### src/rtl/cache_mem_arbiter.sv
// Arbitrates the I-cache and D-cache line ports onto the single cacheline adaptor.
// Either round-robin or D-priority is used on ties, and one latched transaction is served at a time.
module cache_mem_arbiter #(
    parameter int unsigned ADDR_WIDTH = 32,
    parameter int unsigned LINE_WIDTH = 256,
    parameter bit          D_PRIORITY = 1'b0
) (
    input  logic                  clk,
    input  logic                  rst,
    input  logic [ADDR_WIDTH-1:0] ic_address,
    input  logic                  ic_read,
    output logic [LINE_WIDTH-1:0] ic_rdata,
    output logic                  ic_resp,
    input  logic [ADDR_WIDTH-1:0] dc_address,
    input  logic                  dc_read,
    input  logic                  dc_write,
    input  logic [LINE_WIDTH-1:0] dc_wdata,
    output logic [LINE_WIDTH-1:0] dc_rdata,
    output logic                  dc_resp,
    output logic [ADDR_WIDTH-1:0] pm_address,
    output logic                  pm_read,
    output logic                  pm_write,
    output logic [LINE_WIDTH-1:0] pm_wdata,
    input  logic [LINE_WIDTH-1:0] pm_rdata,
    input  logic                  pm_resp,
    output logic                  busy,
    output logic                  owner
);

    typedef enum logic [1:0] {StIdle, StServeI, StServeD} state_e;

    state_e state;
    logic   last_grant;  // 1 = D-cache was granted most recently
    logic   req_i;
    logic   req_d;
    logic   grant_d;

    always_comb begin
        req_i = ic_read;
        req_d = dc_read | dc_write;
        if (req_i && req_d) begin
            grant_d = D_PRIORITY ? 1'b1 : ~last_grant;
        end else begin
            grant_d = req_d;
        end
    end

    always_ff @(posedge clk or posedge rst) begin
        if (rst) begin
            state      <= StIdle;
            last_grant <= 1'b1;
            pm_address <= '0;
            pm_wdata   <= '0;
            pm_read    <= 1'b0;
            pm_write   <= 1'b0;
            busy       <= 1'b0;
            owner      <= 1'b0;
        end else begin
            unique case (state)
                StIdle: begin
                    if (req_i || req_d) begin
                        busy       <= 1'b1;
                        owner      <= grant_d;
                        last_grant <= grant_d;
                        if (grant_d) begin
                            pm_address <= dc_address;
                            pm_wdata   <= dc_wdata;
                            // Illegal read+write resolves to the writeback.
                            pm_read    <= dc_read & ~dc_write;
                            pm_write   <= dc_write;
                            state      <= StServeD;
                        end else begin
                            pm_address <= ic_address;
                            pm_read    <= 1'b1;
                            pm_write   <= 1'b0;
                            state      <= StServeI;
                        end
                    end
                end
                StServeI, StServeD: begin
                    if (pm_resp) begin
                        pm_read  <= 1'b0;
                        pm_write <= 1'b0;
                        busy     <= 1'b0;
                        state    <= StIdle;
                    end
                end
                default: state <= StIdle;
            endcase
        end
    end

    assign ic_resp  = pm_resp & (state == StServeI);
    assign dc_resp  = pm_resp & (state == StServeD);
    assign ic_rdata = pm_rdata;
    assign dc_rdata = pm_rdata;

endmodule

### config.mk
export PLATFORM = sky130hd
export DESIGN_NAME = cache_mem_arbiter
export DESIGN_NICKNAME = d
export VERILOG_FILES = /design/src/rtl/cache_mem_arbiter.sv
export SDC_FILE = /design/constraint.sdc
export NUM_CORES = 1
export LEC_CHECK = 0
export ABC_CLOCK_PERIOD_IN_PS = 33300
export CORE_AREA = 2 2 548 550
export DETAILED_ROUTE_END_ITERATION = 6
export DIE_AREA = 0 0 550 552
export PLACE_DENSITY_LB_ADDON = 0.08
export SETUP_SLACK_MARGIN = 0.05
export SLEW_MARGIN = 30
export SYNTH_ARGS = -nofsm -noshare
export SYNTH_HDL_FRONTEND = slang
export SYNTH_SLANG_ARGS = --single-unit
### constraint.sdc
create_clock -name clk -period 33.3 [get_ports clk]
set_input_delay 8.325 -clock clk [delete_from_list [all_inputs] [get_ports clk]]
set_output_delay 8.325 -clock clk [all_outputs]
set_load 0.05 [all_outputs]
# Word level (Yosys, flattened, before mapping)

Cells that the tools add are included.
W data, S select, Z words.

Logic and storage cells: 42
Input port bits: 582
Bits in registers: 295
Output and inout bits: 806

Reduce and logical (&&, ||, !) cells: 9
Bitwise gates (word level): 6
Multiplexer cells: 15
Eq/ne operators: 4

Operators with widths:

| cell                 | count |
|---|---|
| $mux W32             | 1 |
| $mux W1              | 7 |
| $mux W2              | 3 |
| $pmux W1 S2          | 3 |
| $reduce_and A3 Y1    | 2 |
| $ne A2 B2 Y1 const B | 2 |
| $pmux W2 S2          | 1 |
| $reduce_and A2 Y1    | 2 |
| $and A1 B1 Y1        | 3 |
| $eq A2 B1 Y1 const B | 1 |
| $eq A2 B2 Y1 const B | 1 |
| $logic_not A2 Y1     | 1 |
| $not A1 Y1           | 2 |
| $reduce_bool A2 Y1   | 1 |
| $reduce_or A2 Y1     | 1 |
| $logic_and A1 B1 Y1  | 1 |
| $logic_or A1 B1 Y1   | 1 |
| $or A1 B1 Y1         | 1 |

# Logic depth before layout (Yosys ltp)

Word-level depth: 6
Mapped depth: 7
Mapped depth without buffers: 5

# Worst setup path after synthesis

Ideal clock, no wire load.

Kind: input to output
Start point: input pm_resp
End point: output dc_resp
Required time: 24975 ps
Buffers on the path: 0
Stages on the path: 1
Path slack: 16238 ps
Data arrival time: 8737 ps
Cell sequence: and2_1

Longest elaborated chain between the ends: 1

RTL lines:

| element         | line | source |
|---|---|---|
| start, declared | 25   | `input logic pm_resp,` |
| $and A1 B1 Y1   | 94   | `assign dc_resp = pm_resp & (state == StServeD);` |
| end, declared   | 19   | `output logic dc_resp,` |

Every way passes these cells.

# Worst setup path after layout

Start point: input pm_resp
End point: output ic_resp

Longest elaborated chain between the ends: 1

RTL lines:

| element       | line | source |
|---|---|---|
| $and A1 B1 Y1 | 93   | `assign ic_resp = pm_resp & (state == StServeI);` |
| end, declared | 13   | `output logic ic_resp,` |

Every way passes these cells.

==> summary.txt <==
Run status
  – Status: finished clean

Placement
  – GP Congestion: 0.642
  – Placed Cells: 5267
  – DP Worst Slack: 15120 ps
  – Port Buf Inserts: 619
  – Hpwl dp: 63200 um

STA
  – Setup ws final: about 15000 ps
  – Setup TNS Final: 0 ps
  – # setup viols final: 0
  – Worst Skew: 39.5 ps
  – Fmax: 55.1 MHz
  – Crit share post-route: 0.545
  – Unrepaired setup endpoints after global routing: false
  – Slew Viols, Final: 0
  – Fin crit period: 18160 ps
  – Final Hold Viols: 0
  – Worst slew pin tran: 937 ps
  – Slew HR: 0.373

Yosys
  – Most common cell in the netlist: buf_4
  – Mapped Area: 0.0152 mm2
  – Synth area leaders: dfrtp_1 (48%), buf_4 (27%), mux2_1 (18%)
  – Seq/Total Area, Yosys: 0.487
  – Synth cell count leaders: buf_4 (536), dfrtp_1 (294), mux2_1 (246)
  – Share of the synthesized area in the top cell type: 0.485
  – Yosys top cell by area: dfrtp_1
  – Net Count, Synth: between 1.5k and 2k
  – Synth cell types: 26
  – Synth Flop Type: dfrtp_1
  – Syn avg cell area: 12.4 um2
  – Yosys reg bits: 295
  – Yosys warnings: 0
  – Async SR Flop Fraction: 1.00
  – Mapped Cells: between 1k and 1.5k
  – Number of flops mapped to enable cells by yosys: 0

Worst setup path
  – CP max stage delay: 820 ps
  – CP Launch Type: primary input
  – CP Capture Type: output pin
  – CP Class: primary input to output pin
  – Worst reg2reg setup slack: about 29000 ps
  – Top cell by count, worst path: clkdlybuf4s50_1
  – CP max stage cell: clkdlybuf4s50_1
  – Worst Path Required: 24970 ps
  – CP cell instances: clkdlybuf4s50_1, and2_1, clkdlybuf4s50_1
  – Max FO, Critical Path: 3
  – Worst path arrival time: 9830 ps

Global routing
  – Largest net degree at the start of global routing: 69
  – Total grt overflow: 0
  – Initial antenna violation count: 25
  – Total Routing Usage GR: 0.0510
  – Vias in the first global route: 9992
  – First-pass GRT wire length: 102000 um

Clock tree
  – Clock transition at path regs: 50 ps
  – CTS buffer count: around 50
  – Post-CTS setup buffer count: 0
  – CTS max path bufs: 3
  – Root Buffer Master: clkbuf_16
  – Worst-skew pair later-pin latency: 700 ps
  – Clock sink total: 295
  – H-tree depth: 2
  – CTS Hold Bufs: 0
  – CTS tree: done
  – CTS-repair resized insts: 0

Floorplanning
  – IO Pins: 1388
  – Core area: 0.298 mm2
  – Effective utilization at floorplan: 0.0509
  – Row Count: 201
  – Die width: about 550 um
  – Full die area: a little over 0.3 mm2
  – Die height: approximately 550 um

Power
  – Static leakage: approximately 0.0082 uW
  – Pwr Density: around 110 mW/mm2
  – Maximum VDD drop: 0.0412 mV
  – Total power: 2740 uW

Routing
  – Initial drt markers: approximately 230
  – DR pass1 iterations: 4
  – Drt wl/cell: 14.9 um
  – Via density: approximately 1.7
  – Final WL: about 80000 um
  – Vias: 8913
  – DRT antenna net count: 0
  – DRC viols: 0

Final layout
  – Nets@finish: 1947
  – Final non-filler cell total: 5361
  – Layout cell share with drive strength beyond 1: 0.0801
  – Layout fillers: about 35k
  – Synthesis-to-finish area growth: 58.7%

Flow run
  – Max_cap viols: 0

Min path
  – Hold crit path type: flop to flop
## worst max-delay path, delay by kind of cell
family	cells	cell delay, ps
buffers and inverters	2	1330
and+or+nand+nor	1	180
## through the flow
step / area [um2] / hold slack, ps / utilization
after detailed placement: 22400 / 473 / 0.0751
after CTS: 24100 / 485 / 0.0807
after global placement: 22300 / 467 / 0.0749
after global routing: 24100 / 492 / 0.0807
final: 24100 / 479 / 0.0808
after floorplan: 15200 / 466 / -
## state kept, by name, summed over array words and instances, names as in the netlist
name / cells
last_grant: 1
owner: 1
pm_write: 1
busy: 1
pm_wdata: 256
state: 2
pm_address: 32
pm_read: 1
## area by class of cell
type                            count  area, um2  share of cell area
Sequential cell                   295       7380               0.307
Timing Repair Buffer              632       6340               0.263
Tap cell                         3958       4950               0.206
Multi-Input combinational cell    378       3700               0.154
Clock buffer                       68       1420              0.0590
Clock inverter                     22        256              0.0106
Inverter                            4       22.5            0.000935
Antenna cell                        4       10.0            0.000416
## logic make-up (layout without fill, tap and decap cells)
logic type,count (synthesis),count (layout),synth area share
other,0,4,0
adder cells (fa/ha/maj),3,3,0.00247
AND/OR/NAND/NOR,47,47,0.0129
multiplexers,289,289,0.212
buffers and inverters,554,726,0.270
AO/OA/AOI/OAI,39,39,0.0160
flip-flops,295,295,0.487
## metal layers
layer / global-route usage / share of wire / up-vias
met2: 0.0830 / 0.46 / 622
met5: 0 / 0.00087 / -
met4: 0.0275 / 0.049 / 12
met3: 0.0323 / 0.15 / 237
met1: 0.0493 / 0.34 / 4223
li1: - / - / 3819
## cell usage in the layout (no fill, tap or decap)
cell	n
o21ai_0	14
inv_16	1
inv_8	1
or2_2	1
clkbuf_8	8
o211ai_1	1
o2bb2ai_4	1
o31ai_4	1
buf_2	2
and2_1	2
o2bb2ai_1	1
clkinvlp_4	2
mux2_1	246
inv_1	3
nor2_1	1
buf_16	2
nand2b_1	1
dfstp_2	1
o21ai_1	18
bufinv_16	4
ha_1	3
buf_4	7
mux2i_1	33
clkinv_2	12
nor2_4	1
a21o_1	1
clkdlybuf4s50_1	617
mux2_2	10
or4b_1	1
a32o_1	1
diode_2	4
a22o_1	1
buf_6	4
nand2_1	40
clkinv_4	1
clkinv_8	2
clkbuf_16	51
dfrtp_1	294
clkbuf_1	9
## worst paths after layout
| kind | startpoint | end | depth (start not counted) |
|---|---|---|---|
| max in group asynchronous | rst | pm_wdata[75]$_DFFE_PP0P_ | 4 |
| setup / recovery | pm_resp | ic_resp | 3 |
| setup reg to reg | state[1]$_DFFE_PP0P_ | pm_wdata[243]$_DFFE_PP0P_ | 8 |
| min in group asynchronous | rst | pm_wdata[216]$_DFFE_PP0P_ | 2 |
| hold / removal | busy$_DFFE_PP0P_ | busy$_DFFE_PP0P_ | 1 |
| hold reg to reg | busy$_DFFE_PP0P_ | busy$_DFFE_PP0P_ | 1 |
## where the power goes
part	internal, uW	switching (uW)
combinational	497	1050
sequential	547	93.2
clock	329	232
total	1370	1370
(Power assumes the default switching activity.)
